--- config.mk ---
export PLATFORM = sky130hd
export DESIGN_NAME = multi_channel_pulse_width_detector
export DESIGN_NICKNAME = d
export VERILOG_FILES = /design/src/rtl/pulse_det_pkg.sv /design/src/rtl/pulse_width_channel.sv /design/src/rtl/multi_channel_pulse_width_detector.sv
export SDC_FILE = /design/constraint.sdc
export NUM_CORES = 1
export LEC_CHECK = 0
export BUFFER_PORTS_ARGS = -buffer_cell sky130_fd_sc_hd__buf_2
export CELL_PAD_IN_SITES_DETAIL_PLACEMENT = 1
export CELL_PAD_IN_SITES_GLOBAL_PLACEMENT = 1
export CORE_MARGIN = 3
export CORE_UTILIZATION = 45
export CTS_BUF_LIST = sky130_fd_sc_hd__clkbuf_4 sky130_fd_sc_hd__clkbuf_8 sky130_fd_sc_hd__clkbuf_16
export CTS_CLUSTER_DIAMETER = 60
export DETAILED_ROUTE_END_ITERATION = 16
export GPL_ROUTABILITY_DRIVEN = 0
export PLACE_DENSITY = 0.76
export SETUP_SLACK_MARGIN = 0.05
export SLEW_MARGIN = 25
export SYNTH_ARGS = -nofsm -noshare
export SYNTH_HDL_FRONTEND = slang
export SYNTH_SLANG_ARGS = --single-unit
--- constraint.sdc ---
create_clock -name clk -period 3.1 [get_ports clk]
set_input_delay 0.62 -clock clk [delete_from_list [all_inputs] [get_ports clk]]
set_output_delay 0.62 -clock clk [all_outputs]
set_load 0.005 [all_outputs]
--- src/rtl/pulse_det_pkg.sv ---
// rtl/pulse_det_pkg.sv - shared types and constants for the multi-channel pulse width detector
package pulse_det_pkg;

   localparam int DEF_N_CH  = 4;
   localparam int DEF_CNT_W = 8;

   // Largest representable pulse length; longer pulses stick at this value.
   function automatic logic [31:0] sat_val(input int unsigned w);
      return (32'd1 << w) - 32'd1;
   endfunction

   typedef struct packed {
      logic rise;
      logic fall;
      logic detected;
   } ch_event_t;

endpackage

--- src/rtl/pulse_width_channel.sv ---
// rtl/pulse_width_channel.sv - one channel: edge detect, saturating length count, window match
module pulse_width_channel
   import pulse_det_pkg::*;
#(
   parameter int CNT_W = DEF_CNT_W
) (
   input  logic             clk,
   input  logic             rst,
   input  logic             a_i,
   input  logic [CNT_W-1:0] min_len_i,
   input  logic [CNT_W-1:0] max_len_i,
   output ch_event_t        ev_o,
   output logic [CNT_W-1:0] pulse_len_o
);

   localparam logic [CNT_W-1:0] SAT = CNT_W'(sat_val(CNT_W));
   localparam logic [CNT_W-1:0] ONE = CNT_W'(1);

   logic             a_r_q, a_r_d;
   logic [CNT_W-1:0] cnt_q, cnt_d;
   logic [CNT_W-1:0] len_q, len_d;
   ch_event_t        ev_q, ev_d;
   logic [CNT_W-1:0] min_eff;
   logic             in_window;

   // A zero lower bound is treated as 1 so an empty window cannot match a real pulse.
   assign min_eff   = (min_len_i == '0) ? ONE : min_len_i;
   assign in_window = (cnt_q >= min_eff) && (cnt_q <= max_len_i);

   always_comb begin
      a_r_d = a_i;
      cnt_d = cnt_q;
      len_d = len_q;
      ev_d  = '0;
      if (a_i && !a_r_q) begin
         cnt_d   = ONE;
         ev_d.rise = 1'b1;
      end else if (a_i && a_r_q) begin
         if (cnt_q != SAT) begin
            cnt_d = cnt_q + ONE;
         end
      end else if (!a_i && a_r_q) begin
         ev_d.fall     = 1'b1;
         ev_d.detected = in_window;
         len_d         = cnt_q;
      end
   end

   always_ff @(posedge clk or posedge rst) begin
      if (rst) begin
         a_r_q <= 1'b0;
         cnt_q <= '0;
         len_q <= '0;
         ev_q  <= '0;
      end else begin
         a_r_q <= a_r_d;
         cnt_q <= cnt_d;
         len_q <= len_d;
         ev_q  <= ev_d;
      end
   end

   assign ev_o        = ev_q;
   assign pulse_len_o = len_q;

endmodule

--- src/rtl/multi_channel_pulse_width_detector.sv ---
// rtl/multi_channel_pulse_width_detector.sv - N_CH pulse width detectors; PULSE_DET_SYNC_EN adds a 2-flop input synchronizer
module multi_channel_pulse_width_detector
   import pulse_det_pkg::*;
#(
   parameter int N_CH  = DEF_N_CH,
   parameter int CNT_W = DEF_CNT_W
) (
   input  logic                       clk,
   input  logic                       rst,
   input  logic [N_CH-1:0]            a,
   input  logic [CNT_W-1:0]           min_len,
   input  logic [CNT_W-1:0]           max_len,
   output logic [N_CH-1:0]            rise,
   output logic [N_CH-1:0]            fall,
   output logic [N_CH-1:0]            detected,
   output logic [N_CH-1:0][CNT_W-1:0] pulse_len
);

   logic [N_CH-1:0] a_s;

`ifdef PULSE_DET_SYNC_EN
   logic [N_CH-1:0] sync1_q, sync2_q;

   always_ff @(posedge clk or posedge rst) begin
      if (rst) begin
         sync1_q <= '0;
         sync2_q <= '0;
      end else begin
         sync1_q <= a;
         sync2_q <= sync1_q;
      end
   end

   assign a_s = sync2_q;
`else
   assign a_s = a;
`endif

   for (genvar i = 0; i < N_CH; i++) begin : g_ch
      ch_event_t ev;

      pulse_width_channel #(
         .CNT_W(CNT_W)
      ) u_ch (
         .clk        (clk),
         .rst        (rst),
         .a_i        (a_s[i]),
         .min_len_i  (min_len),
         .max_len_i  (max_len),
         .ev_o       (ev),
         .pulse_len_o(pulse_len[i])
      );

      assign rise[i]     = ev.rise;
      assign fall[i]     = ev.fall;
      assign detected[i] = ev.detected;
   end

endmodule

==> impl_metrics.csv <==
group,metric,value,unit
job,max-cap-violations,0,
yosys,synth_fp_nets,552,
sta,fin_crit_sh,66.29,%
die,core-area,0.009910,sq mm
layout,multiInputGateArea,0.002526,sq mm
worst_setup_path,cp.required,3.35,ns
die,io_pins,66,
layout,insertedDiodeCount,0,
drt,wl,11.91,mm
clock_network,cts_made_buffers,9,
clock_network,cts_hold_buffers,0,
drt,drc,0,
layout,seq_area,0.002002,sq mm
worst_setup_path,reg2reg_depth,6,
drt,first_pass_iters,4,
yosys,netlist_area,0.004657,sq mm
power_and_ir_drop,powerDensity,447.3,mW/mm^2
layout,area_delta_synth_final,13.89,%
sta,fmax,486.6,MHz
sta,rsz0062_at_grt,"no",
worst_setup_path,critPathMaxFanout,4,
layout,fin_nets,622,
die,dieArea,0.01161,sq mm
drt,ant_nets,0,
die,rows,36,
layout,layout-drive-gt1-share,19.63,%
sta,min_period,2.055,ns
sta,slew_viol_final,0,
layout,nFillCells,1154,
worst_setup_path,endpoint,"g_ch[0].u_ch.ev_o[0]",
yosys,ys_async_sr_fraction,100.0,%
worst_setup_path,worstReg2RegEnd,"g_ch[1].u_ch.cnt_q[4]",
yosys,ys_ff_latch,80,
drt,vias,3813,
grt,grt_max_degree,81,
grt,grt_pass1_wl,19.67,mm
die,initial_core_util,46.99,%
placement,numPortBuffers,65,
layout,final_core_util,53.52,%
power_and_ir_drop,power.leakage,0.002805,uW
clock_network,cts_max_level,3,
sta,relSlewSlack,54.89,%
sta,finalWorstSetupSlack,1.045,ns
clock_network,clock-sinks,80,
power_and_ir_drop,peakVddDrop,0.2476,mV
yosys,synth_ff_type,"dfrtp_1",
clock_network,cts_resized,0,
worst_setup_path,timing.rr.start,"g_ch[1].u_ch.cnt_q[1]",
sta,setup_viol,0,
yosys,yosysSeqAreaShare,42.99,%
drt,viasPerCell,5.708,
sta,skew,0.003097,ns
worst_setup_path,path_class,"in -> reg",
yosys,synthDistinctLibCells,42,
grt,overflow,0,
worst_setup_path,reg2reg_slack,1.18,ns
clock_network,ctsLongestPathBuffers,2,
placement,dp_hpwl,9.038,mm
yosys,synth_edf_count,0,
clock_network,cts_setup_buffers,0,
hold_path,hold_class,"in -> async",
grt,grt_pass1_vias,3991,
drt,wl_per_cell,17.82,um
worst_setup_path,critPathArrivalTime,2.30,ns
sta,tightest_slew,0.6709,ns
sta,hold_violations,0,
status,outcome,"completed",
clock_network,clk_pin_slew_worst_paths,0.08,ns
die,die_h,107.7,um
worst_setup_path,startpoint_type,"input pin",
yosys,synth_cells,462,
sta,setup_tns,0,ns
yosys,avgSynthCellArea,10.08,sq um
clock_network,cts_root_buffer,"clkbuf_8",
worst_setup_path,cp-startpoint,"min_len[1]",
placement,dp_slack,0.6974,ns
grt,grt_util_all_layers,21.66,%
die,die_x,107.7,um
clock_network,cts_tree,"done",
drt,drtIter0Drc,83,
clock_network,clk-insertion-delay-late,0.36,ns
grt,antenna_found_initial,0,
worst_setup_path,worstSetupEndpointType,"flip-flop",
yosys,ys_warn_count,0,
==> sequential cells by signal (all words and copies together) (netlist names) <==
| register | cells |
|---|---|
| g_ch.u_ch.pulse_len_o | 32 |
| g_ch.u_ch.a_r_q | 4 |
| g_ch.u_ch.ev_o | 12 |
| g_ch.u_ch.cnt_q | 32 |
==> layout by cell type, fill, tap and decap left out, types with 10 or more instances in the layout <==
| master | n |
|---|---|
| a21oi_1 | 30 |
| mux2_2 | 21 |
| buf_2 | 65 |
| inv_1 | 24 |
| o21ai_0 | 20 |
| clkbuf_8 | 10 |
| nand3_1 | 16 |
| nor3_1 | 12 |
| dfrtp_1 | 80 |
| ha_1 | 68 |
| nand2_1 | 50 |
| nand4_1 | 15 |
| nor2_1 | 28 |
==> worst max-delay path, cell delays in order <==
cell and delay (ns):
buf_2 0.11, nor4_1 0.34, a41o_1 0.30, ha_1 0.26, nor2_1 0.15, a21oi_1 0.10, o21ai_0 0.16, a21oi_1 0.09
o22a_1 0.19
==> power by group <==
part	total [uW]	internal (uW)	switching [uW]
clock network	692	330	362
logic	452	199	252
registers	1230	1130	102
total	2370	1660	716
==> kinds of logic after synthesis <==
kind of cell               count (synthesis)  share of synthesized area, %
muxes                                     22                         5.293
DFF                                       80                         42.99
adders and majority gates                 68                         18.27
AOI/OAI and AO/OA                         92                         12.57
and+or+nand+nor                          159                         16.60
buffers and inverters                     33                         2.767
xor gates and xnor gates                   8                         1.505
==> Yosys cell counts, drive strengths merged (6+ instances only) <==
cell	count	area (sq um)
o211ai	9	67.56
o21ai	22	113.9
nor2b	9	56.30
mux2	21	236.5
dfrtp	80	2002
nand3	16	80.08
nor2	28	105.1
xnor2	6	52.55
inv	25	93.84
nand2b	6	37.54
nand4	16	106.4
nand2	50	187.7
a21oi	30	150.1
and3	9	56.30
nor3	12	60.06
nor4	8	50.05
ha	68	850.8
==> through the flow <==
stage          total power [uW]  hold WS (ns)  cells  area [sq um]
3_5_place_dp               1702        0.4662    654          5139
6_report                   2373        0.3451    668          5304
3_3_place_gp               1665        0.4568    654          5139
4_1_cts                    2402        0.3648    668          5304
2_1_floorplan              1509        0.4699    462          4657
5_1_grt                    2522        0.3794    668          5304
==> worst min-delay path by stage <==
stage	cells after the start	endpoint	slack [ns]	start
4_1_cts	3	g_ch[0].u_ch.ev_o[1]	0.36	rst
3_3_place_gp	2	g_ch[3].u_ch.pulse_len_o[5]	0.46	g_ch[3].u_ch.pulse_len_o[5]
3_5_place_dp	2	g_ch[3].u_ch.pulse_len_o[5]	0.47	g_ch[3].u_ch.pulse_len_o[5]
5_1_grt	3	g_ch[2].u_ch.cnt_q[7]	0.38	rst
6_report	3	g_ch[0].u_ch.ev_o[1]	0.35	rst
2_1_floorplan	2	g_ch[3].u_ch.pulse_len_o[1]	0.47	g_ch[3].u_ch.pulse_len_o[1]
==> layout make-up <==
class | instances | area share (%)
well taps | 133 | 3.138
clock inverters | 1 | 0.09436
inverters | 26 | 1.864
repair buffers | 66 | 6.511
multi-input cells | 349 | 47.63
flip-flops and latches | 80 | 37.74
clock buffers | 13 | 3.020
==> per-layer routing <==
metal	routed length, um	GRT usage (%)	vias up
met5	0	0	-
met4	344	9.017	0
met3	359	3.419	24
met2	5869	36.68	63
met1	5333	27.47	1894
li1	-	-	1832
Power figures use the tool's default switching activity.
